## config.mk

```make
export PLATFORM = sky130hd
export DESIGN_NAME = copier_io_initiator
export DESIGN_NICKNAME = d
export VERILOG_FILES = /design/src/rtl/copier_pkg.sv /design/src/rtl/copier_io_initiator.sv
export SDC_FILE = /design/constraint.sdc
export NUM_CORES = 1
export LEC_CHECK = 0
export CAP_MARGIN = 20
export CELL_PAD_IN_SITES_DETAIL_PLACEMENT = 1
export CELL_PAD_IN_SITES_GLOBAL_PLACEMENT = 2
export CORE_MARGIN = 5
export CORE_UTILIZATION = 31
export DETAILED_ROUTE_END_ITERATION = 10
export PLACE_DENSITY_LB_ADDON = 0.15
export SLEW_MARGIN = 5
export SYNTH_ARGS = -nofsm -noshare
export SYNTH_HDL_FRONTEND = slang
export SYNTH_SLANG_ARGS = --single-unit
```

## constraint.sdc

```tcl
create_clock -name clock -period 2.7 [get_ports clock]
set_clock_uncertainty 0.15 [all_clocks]
set_input_delay 0.54 -clock clock [delete_from_list [all_inputs] [get_ports clock]]
set_output_delay 0.54 -clock clock [all_outputs]
set_load 0.1 [all_outputs]
```

## src/rtl/copier_pkg.sv

```systemverilog
// Shared constants and state encoding for the copier local I/O initiator.
package copier_pkg;
  localparam int COPIER_ADDR_W = 6;
  localparam int COPIER_DATA_W = 32;
  localparam int COPIER_LEN_W  = 7;

  typedef enum logic [1:0] {
    ST_IDLE = 2'd0,
    ST_RD   = 2'd1,
    ST_WR   = 2'd2
  } copier_state_e;
endpackage

```

## src/rtl/copier_io_initiator.sv

```systemverilog
// Block-copy initiator on the local I/O queue: for each word it reads src+i and
// then writes dst+i, one request outstanding at a time.
module copier_io_initiator
  import copier_pkg::*;
#(
  parameter int ADDR_W = COPIER_ADDR_W,
  parameter int DATA_W = COPIER_DATA_W,
  parameter int LEN_W  = COPIER_LEN_W
) (
  input  logic              clock,
  input  logic              reset,
  input  logic              start,
  input  logic [ADDR_W-1:0] src_addr,
  input  logic [ADDR_W-1:0] dst_addr,
  input  logic [LEN_W-1:0]  length,
  input  logic              abort,
  output logic              busy,
  output logic              finished,
  output logic [LEN_W-1:0]  count,
  output logic [ADDR_W-1:0] aq,
  output logic              read,
  output logic [DATA_W-1:0] wq,
  output logic              sel,
  input  logic [DATA_W-1:0] rq,
  input  logic              wrq,
  input  logic              rwq,
  input  logic              done
);

  copier_state_e     state_q, state_d;
  logic [ADDR_W-1:0] src_q, src_d, dst_q, dst_d, aq_q, aq_d;
  logic [LEN_W-1:0]  len_q, len_d, count_q, count_d, count_inc;
  logic [DATA_W-1:0] wq_q, wq_d;
  logic              read_q, read_d, sel_q, sel_d;
  logic              busy_q, busy_d, finished_q, finished_d;
  logic              abort_q, abort_d;

  // The FSM advances on done alone; the data strobes carry no extra information.
  logic unused_advisory;
  assign unused_advisory = wrq ^ rwq;

  assign count_inc = count_q + LEN_W'(1);

  always_comb begin
    state_d    = state_q;
    src_d      = src_q;
    dst_d      = dst_q;
    len_d      = len_q;
    count_d    = count_q;
    aq_d       = aq_q;
    read_d     = read_q;
    wq_d       = wq_q;
    sel_d      = sel_q;
    finished_d = 1'b0;
    abort_d    = abort_q;
    case (state_q)
      ST_IDLE: begin
        abort_d = 1'b0;
        if (start) begin
          if (length != '0) begin
            src_d   = src_addr;
            dst_d   = dst_addr;
            len_d   = length;
            count_d = '0;
            aq_d    = src_addr;
            read_d  = 1'b1;
            sel_d   = 1'b1;
            state_d = ST_RD;
          end else begin
            finished_d = 1'b1;
          end
        end
      end
      ST_RD: begin
        // A stop request seen mid-word is held until the word's write completes.
        if (abort) abort_d = 1'b1;
        if (done) begin
          wq_d    = rq;
          aq_d    = dst_q + ADDR_W'(count_q);
          read_d  = 1'b0;
          state_d = ST_WR;
        end
      end
      ST_WR: begin
        if (done) begin
          count_d = count_inc;
          if (count_inc == len_q || abort || abort_q) begin
            sel_d      = 1'b0;
            abort_d    = 1'b0;
            finished_d = 1'b1;
            state_d    = ST_IDLE;
          end else begin
            aq_d    = src_q + ADDR_W'(count_inc);
            read_d  = 1'b1;
            state_d = ST_RD;
          end
        end else if (abort) begin
          abort_d = 1'b1;
        end
      end
      default: begin
        sel_d   = 1'b0;
        state_d = ST_IDLE;
      end
    endcase
    busy_d = (state_d != ST_IDLE);
  end

  always_ff @(posedge clock or posedge reset) begin
    if (reset) begin
      state_q    <= ST_IDLE;
      src_q      <= '0;
      dst_q      <= '0;
      len_q      <= '0;
      count_q    <= '0;
      aq_q       <= '0;
      read_q     <= 1'b0;
      wq_q       <= '0;
      sel_q      <= 1'b0;
      busy_q     <= 1'b0;
      finished_q <= 1'b0;
      abort_q    <= 1'b0;
    end else begin
      state_q    <= state_d;
      src_q      <= src_d;
      dst_q      <= dst_d;
      len_q      <= len_d;
      count_q    <= count_d;
      aq_q       <= aq_d;
      read_q     <= read_d;
      wq_q       <= wq_d;
      sel_q      <= sel_d;
      busy_q     <= busy_d;
      finished_q <= finished_d;
      abort_q    <= abort_d;
    end
  end

  assign busy     = busy_q;
  assign finished = finished_q;
  assign count    = count_q;
  assign aq       = aq_q;
  assign read     = read_q;
  assign wq       = wq_q;
  assign sel      = sel_q;

endmodule

```

Word level (Yosys, flattened, before mapping)
Index checks and enable logic that the tools add are counted.
{ "classes": {"add_sub_neg": 3, "n_mul": 0, "n_div": 0, "order_cmp": 0, "n_eq_ne": 10, "shifts": 0, "mux": 33, "bitwise_logic": 1, "reduce_logical": 13} }
{ "op_table": {"columns": ["cell", "n"], "rows": [
  ["6-bit two-way mux", 5],
  ["7-bit two-way mux", 3],
  ["6-bit one-hot mux with 3 select lines", 1],
  ["1-bit two-way mux", 14],
  ["7-bit one-hot mux with 2 select lines", 1],
  ["6-bit adder", 2],
  ["2-bit != test, second input constant", 6],
  ["1-bit one-hot mux with 3 select lines", 3],
  ["2-bit two-way mux", 4],
  ["7-bit by 1-bit adder with 7-bit output, second input constant", 1],
  ["7-bit == test", 1],
  ["7-bit nonzero test", 1],
  ["2-bit one-hot mux with 3 select lines", 1],
  ["6-bit AND reduction", 1],
  ["5-bit AND reduction", 1],
  ["2-bit AND reduction", 2],
  ["4-bit AND reduction", 1],
  ["2-bit nonzero test", 2],
  ["3-bit != test, second input constant", 1],
  ["3-bit AND reduction", 1],
  ["3-bit nonzero test", 1],
  ["2-bit by 1-bit == test with 1-bit output, second input constant", 1],
  ["2-bit == test, second input constant", 1],
  ["2-bit logical NOT", 1],
  ["3 further kinds", 4]
]} }
{ "word_totals": {"register_bits": 71, "latchBits": 0, "mem_bits_rw": 0, "romBits": 0, "inputBits": 58, "out_inout_bits": 49, "word_cells": 72, "mem_count": 0} }

Longest topological paths before layout
Gate-level depths: netlist (run 1).
{ "depth": {"word_depth": 8, "mapped_depth": 10, "mapped_depth_nobuf": 10} }

Least setup slack after synthesis (run 1)
Ideal clock, no wire load.
{ "synth_path": {"path_type": "flip-flop to flip-flop", "from": "register count_q[0], in the netlist count[0]", "to": "register aq_q[5], in the netlist aq[5]", "setup_time_ns": 0.126, "arrival_time_ns": 2.775, "required_ns": 2.424, "setup_slack_ns": -0.351, "path_stages_with_launch": 11, "n_path_buf": 0, "synth_period_minus_slack_ns": 3.051, "cell_sequence": "dfrtp_1 > ha_1 > or2b_1 > nand2_1 > ha_1 > a211oi_1 > o21bai_1 > a21oi_1 > xnor2_1 > o221ai_1 > mux2_4"} }
{ "synth_via": {"elab_chain_cells": 6, "word_cells_on_any_way": 12, "cone_classes": "add/sub (3); eq/ne (2); mux (4); reduce/logical (3)"} }
{ "synth_lines": {"columns": ["item", "line_no", "source"], "rows": [
  ["from (decl)", "copier_io_initiator.sv:32", "logic [LEN_W-1:0] len_q, len_d, count_q, count_d, count_inc;"],
  ["from (signal assigned)", "copier_io_initiator.sv:128", "count_q <= count_d;"],
  ["branches (longest 6 deep; another with 7-bit by 1-bit adder with 7-bit output)", null, null],
  ["to (signal assigned)", "copier_io_initiator.sv:129", "aq_q <= aq_d;"],
  ["to (decl)", "copier_io_initiator.sv:31", "logic [ADDR_W-1:0] src_q, src_d, dst_q, dst_d, aq_q, aq_d;"]
]} }
Parallel ways; which one is timed is not known. The select of a mux whose other input is x is not followed.
A chain may end at the register's enable or synchronous reset.

Worst setup path after layout (run 1)
{ "layout_path": {"from": "register count_q[0], in the netlist count[0]", "to": "register aq_q[4], in the netlist aq[4]"} }
Same word-level chain as after synthesis.

==> summary.txt, run 1 <==
Status -> complete, no violations
P&R area growth vs syn -> 40.88%
Synth top area share -> 48.22%
Hold Buf Count CTS -> 0
Post-Synth Simple-Gate Area -> 7.368%
CTS H-tree depth -> 3
Setup_tns -> 0 ns
Port-buffer cells -> 104
Fillers -> 1235
Clock transition at path regs -> 0.06 ns
Routed Antenna Nets -> 0
Post-synthesis mux area share -> 17.69%
Starting DRT DRC Count -> 84
Critical path required time -> 2.77 ns
Layout cells sized above 1 -> 23.71%
Syn_area_per_cell -> 12.16 sq um
Post-synth ARST share -> 100.0%
Met3 wire length -> 422 um
CTS tree -> built
RSZ-0062 raised after global routing -> no
Synth Register Bits -> 71
Crit path buffers/inverters -> 1
Mapped cell area -> 3685 sq um
Initial core utilization -> 32.00%
Hold Vio Cnt, Final -> 0
Final nets -> 499
Synth Area in Adders -> 6.520%
Clock sinks -> 71
Drt drc -> 0
Part of the Yosys area used for sequential elements -> 48.22%
Synth top cells by count -> dfrtp_1 (71), mux2_1 (47), nand2_1 (19), ha_1 (16), a21oi_1 (14)
Tightest Pin Transition -> 0.5569 ns
Post-synthesis cell count -> 303
EDFF count, synth -> 0
Synth area leader -> dfrtp_1
Routability cong. -> 0.7527
Fmax -> 387.6 MHz
Die area -> 14170 sq um
Global-route wire length before repair -> 16370 um
DR vias -> 2796
Worst-path cell chain -> buf_4, ha_1, fa_1, a21o_1, a21oi_1, xor2_1, o221ai_1, mux2_4
Setup crit end kind -> flip-flop
Syn_nets -> 379
Post-Synth XOR/XNOR Area -> 5.501%
Complex-gate fraction of the synthesized area -> 12.02%
Synth warnings -> 0
Synth top area cells -> dfrtp_1 (48%), mux2_1 (14%), ha_1 (5.4%), mux2_4 (2.4%), nand2_1 (1.9%)
Overflow after GRT -> 0
Antenna violations before repair -> 0
Die height -> 119.0 um
Final period utilization -> 95.56%
Top-count cell post-synth -> dfrtp_1
Row count -> 39
Metal2 WL -> 4375 um
Maximum number of pins on one net before global-route repair -> 33
Max Slew Vio Count -> 0
WL/cell -> 17.10 um
Clock Path Buffers -> 2
Core ar. -> 11520 sq um
N_diodes -> 0
Ports -> 107
CP max FO -> 7
WS Path Type -> flip-flop to flip-flop
Overall routing resource usage -> 14.52%
Crit-path max cell delay -> 0.46 ns
Cts bufs inserted -> 9
Largest family of logic cells by synthesized area -> multiplexers
Ys flop type -> dfrtp_1
CP arrival -> 2.65 ns
Vias in the first global route -> 3071
Post-DR vias/cell -> 4.914
Slew HR -> 62.82%
Hold Crit Class -> flip-flop to flip-flop
Type of origin of the critical path -> flip-flop
Distinct cells, synth -> 50
CP top delay family -> adder cells
CTS Root Cell -> clkbuf_16
Max Cap Violations -> 0
Critical-path cell with the highest stage delay -> dfrtp_2
Hpwl dp -> 7422 um
Die W -> 119.0 um
Minimum clock period -> 2.580 ns
Final Routed Wirelength -> 9730 um
Highest routed layer -> met4
TritonRoute pass-1 iters -> 4
Wire length on met1 -> 4697 um
Final setup violation count -> 0
Clk_lat worst skew -> 0.33 ns
area by class of cell:
cell class	count	area, sq um	area share [%]
clock buffers	11	252.7	4.869
flip-flops and latches	71	1782	34.32
well taps	143	178.9	3.447
clock inverters	3	20.02	0.3856
repair buffers	120	1076	20.73
multi-input cells	207	1829	35.24
inverters	14	52.55	1.012
flip-flops by register name (all words and copies together) (netlist names):
name	flops
finished	1
read	1
aq	6
sel	1
abort_q	1
wq	32
src_q	6
len_q	7
state_q	2
count	7
dst_q	6
busy	1
worst register-to-register path, delay by kind of cell, from the launching register on:
family                   cells  cell delay [ns]
adder cells (fa/ha/maj)      2             0.65
flip-flops                   1             0.46
XOR/XNOR                     1             0.24
multiplexers                 1             0.27
AO/OA/AOI/OAI                3             0.52
buffers and inverters        1             0.17
metal layers:
layer / vias to the layer above / global-route usage [%]
li1: 1330 / -
met1: 1373 / 19.31
met2: 79 / 22.18
met3: 14 / 3.365
met4: 0 / 7.314
met5: - / 0
final timing paths:
kind,endpoint,cells past startpoint,slack (ns),startpoint
worst max-delay path,aq[4],8,0.12,count[0]
worst max register to register,aq[4],8,0.12,count[0]
worst min-delay path,wq[0],1,0.34,wq[0]
min in group asynchronous,wq[22],2,0.44,reset
max in group asynchronous,aq[2],3,1.29,reset
worst min register to register,wq[0],1,0.34,wq[0]
cell families after synthesis:
family | Yosys count
fa+ha+maj | 18
flops | 71
compound gates | 65
simple gates | 53
mux | 56
buf+inv | 25
xor+xnor | 15
per-stage QoR:
stage	hold slack, ns	instance area, sq um	std cells	setup slack [ns]	utilization [%]
2_1_floorplan	0.3123	3702	303	0.04744	-
3_3_place_gp	0.3247	4892	552	0.1055	42.48
3_5_place_dp	0.3323	4892	552	0.06708	42.48
4_1_cts	0.3443	5165	566	0.08037	44.85
5_1_grt	0.3489	5191	569	0.01267	45.08
6_report	0.3372	5191	569	0.1198	45.08
cell usage in the layout (no fill, tap or decap), types with 7 or more instances in the layout:
master,n
buf_4,62
nand2_1,19
o21ai_1,10
mux2_1,47
a21oi_1,12
ha_1,15
inv_1,12
clkbuf_16,9
dfrtp_1,67
clkdlybuf4s50_1,55
nor2_1,7
o21ai_0,8
repair_timing:
item                       in CTS  in global routing
resized for setup               0                  1
buffers inserted                0                  3
setup endpoints to repair       0                  1
Power of run 1 is not shown: default switching activity piles up to over one toggle a cycle in this logic, so the estimate is an artifact.
==> run 2, diff against run 1 <==
--- a/config.mk
+++ b/config.mk
@@ -11,7 +11,7 @@
 export CORE_MARGIN = 5
 export CORE_UTILIZATION = 31
 export DETAILED_ROUTE_END_ITERATION = 10
-export PLACE_DENSITY_LB_ADDON = 0.15
+export PLACE_DENSITY_LB_ADDON = 0.05
 export SLEW_MARGIN = 5
 export SYNTH_ARGS = -nofsm -noshare
 export SYNTH_HDL_FRONTEND = slang
==> run 2 against run 1 <==
  * Design area is 0.67% higher
  * Worst hold slack worse by 0.11 ns
  * Non-clock buffer count is 1 higher
  * Clock-buffer cell count stayed put
  * Register-to-register slack better by 0.04 ns
  * Global-route usage is 0.25 points higher
  * Maximum frequency is 1.7% higher
  * Wire length is 2.3% higher
  * Critical path depth is 2 higher
  * Worst setup slack better by 0.042 ns
  * Critical path type unchanged
  * Final cell count is 0.53% higher
  * Sequential share of layout area is 0.23 points lower
==> summary.txt, run 2 (synthesized netlist as in run 1, its figures left out) <==
Clock sinks -> 71
Postcts setup bufs -> 0
Routed Antenna Nets -> 0
Critical-path cell with the highest stage delay -> dfrtp_2
Maximum number of pins on one net before global-route repair -> 39
Hpwl dp -> 7665 um
Tightest Pin Transition -> 0.5281 ns
Cell area after layout -> 5226 sq um
Drt drc -> 0
Clk_lat worst skew -> 0.33 ns
Slew HR -> 64.79%
Global-route wire length before repair -> 16580 um
Port-buffer cells -> 104
Vias in the first global route -> 3020
Metal2 WL -> 4585 um
Initial core utilization -> 32.00%
Die area -> 14170 sq um
CP max FO -> 7
Starting DRT DRC Count -> 132
Setup ws final -> 0.1620 ns
Overall routing resource usage -> 14.77%
DR vias -> 2784
Clock transition at path regs -> 0.06 ns
Setup crit end kind -> flip-flop
Wire length on met1 -> 4642 um
Ports -> 107
Hold Vio Cnt, Final -> 0
Die W -> 119.0 um
Placed cell areas -> 4897 sq um
Cts bufs inserted -> 9
Pre-CTS setup slack -> 0.05435 ns
Max Slew Vio Count -> 0
Overflow after GRT -> 0
WS Path Type -> flip-flop to flip-flop
Final Routed Wirelength -> 9952 um
Fillers -> 1215
Clock Path Buffers -> 2
Hold_ws -> 0.2313 ns
Layout cells sized above 1 -> 24.01%
Row count -> 39
Seq. cell area -> 1782 sq um
Routability cong. -> 0.7680
Setup_tns -> 0 ns
Core ar. -> 11520 sq um
Highest routed layer -> met4
CTS H-tree depth -> 3
Met3 wire length -> 565 um
Worst-path cell chain -> ha_4, or2b_1, nand2_1, ha_1, o21ai_1, o21bai_1, a21oi_1, xnor2_1, o221ai_1, mux2_4
Final nets -> 500
Critical path required time -> 2.77 ns
Final period utilization -> 94.00%
TritonRoute pass-1 iters -> 4
Max Cap Violations -> 0
CTS tree -> built
Minimum clock period -> 2.538 ns
RSZ-0062 raised after global routing -> no
Commonest non-fill, non-tap cells in the layout -> dfrtp_1 (67), buf_4 (65), clkdlybuf4s50_1 (55), mux2_1 (47), nand2_1 (19)
P&R area growth vs syn -> 41.83%
Crit-path max cell delay -> 0.48 ns
Hold Crit Class -> input pin to async pin
N_diodes -> 0
Multi-input gate area in the final layout -> 1831 sq um
Die height -> 119.0 um
Post-DR vias/cell -> 4.867
Final setup violation count -> 0
CTS Root Cell -> clkbuf_16
Antenna violations before repair -> 0
Type of origin of the critical path -> flip-flop
Max FFs per register -> 32
Fmax -> 394.0 MHz
Status -> complete, no violations
CP arrival -> 2.61 ns
WL/cell -> 17.40 um
Hold Buf Count CTS -> 0
Commonest non-fill, non-tap cell in the layout -> dfrtp_1
run 2: critical path: cells and delay by family (launching register included):
family	cells	cell delay, ns
multiplexers	1	0.27
flip-flops	1	0.48
AND/OR/NAND/NOR	2	0.34
XOR/XNOR	1	0.14
AO/OA/AOI/OAI	4	0.56
adder cells (fa/ha/maj)	2	0.49
run 2: metal layers:
layer / up-vias / global-route usage, %
li1: 1337 / -
met1: 1363 / 19.58
met2: 73 / 23.03
met3: 11 / 3.649
met4: 0 / 6.300
met5: - / 0
run 2: path summary, 6_finish.rpt:
check                          from  endpoint  slack [ns]  cells past startpoint
min reg2reg                   wq[2]     wq[2]        0.34                      1
max                        count[1]     aq[5]        0.16                     10
min                           reset    wq[21]        0.23                      2
min in group clock            wq[2]     wq[2]        0.34                      1
max in group asynchronous     reset  count[0]        1.44                      3
max reg2reg                count[1]     aq[5]        0.16                     10
run 2: what timing repair did:
action	in CTS	in global routing
setup endpoints to repair	0	1
endpoints found under the hold margin	0	0
gates resized for setup	0	1
run 2: area by class of cell:
class / instances / area share, %
Clock inverter: 5 / 1.556
Clock buffer: 11 / 4.644
Inverter: 14 / 1.006
Timing Repair Buffer: 121 / 20.25
Multi-Input combinational cell: 207 / 35.03
Sequential cell: 71 / 34.09
Tap cell: 143 / 3.424
run 2: through the flow:
step	cells	util, %
finish	572	45.38
global route	572	45.38
CTS	572	45.34
detailed placement	556	42.53
global placement	556	42.53
floorplan	303	-
Power of run 2 is left out for the same reason.
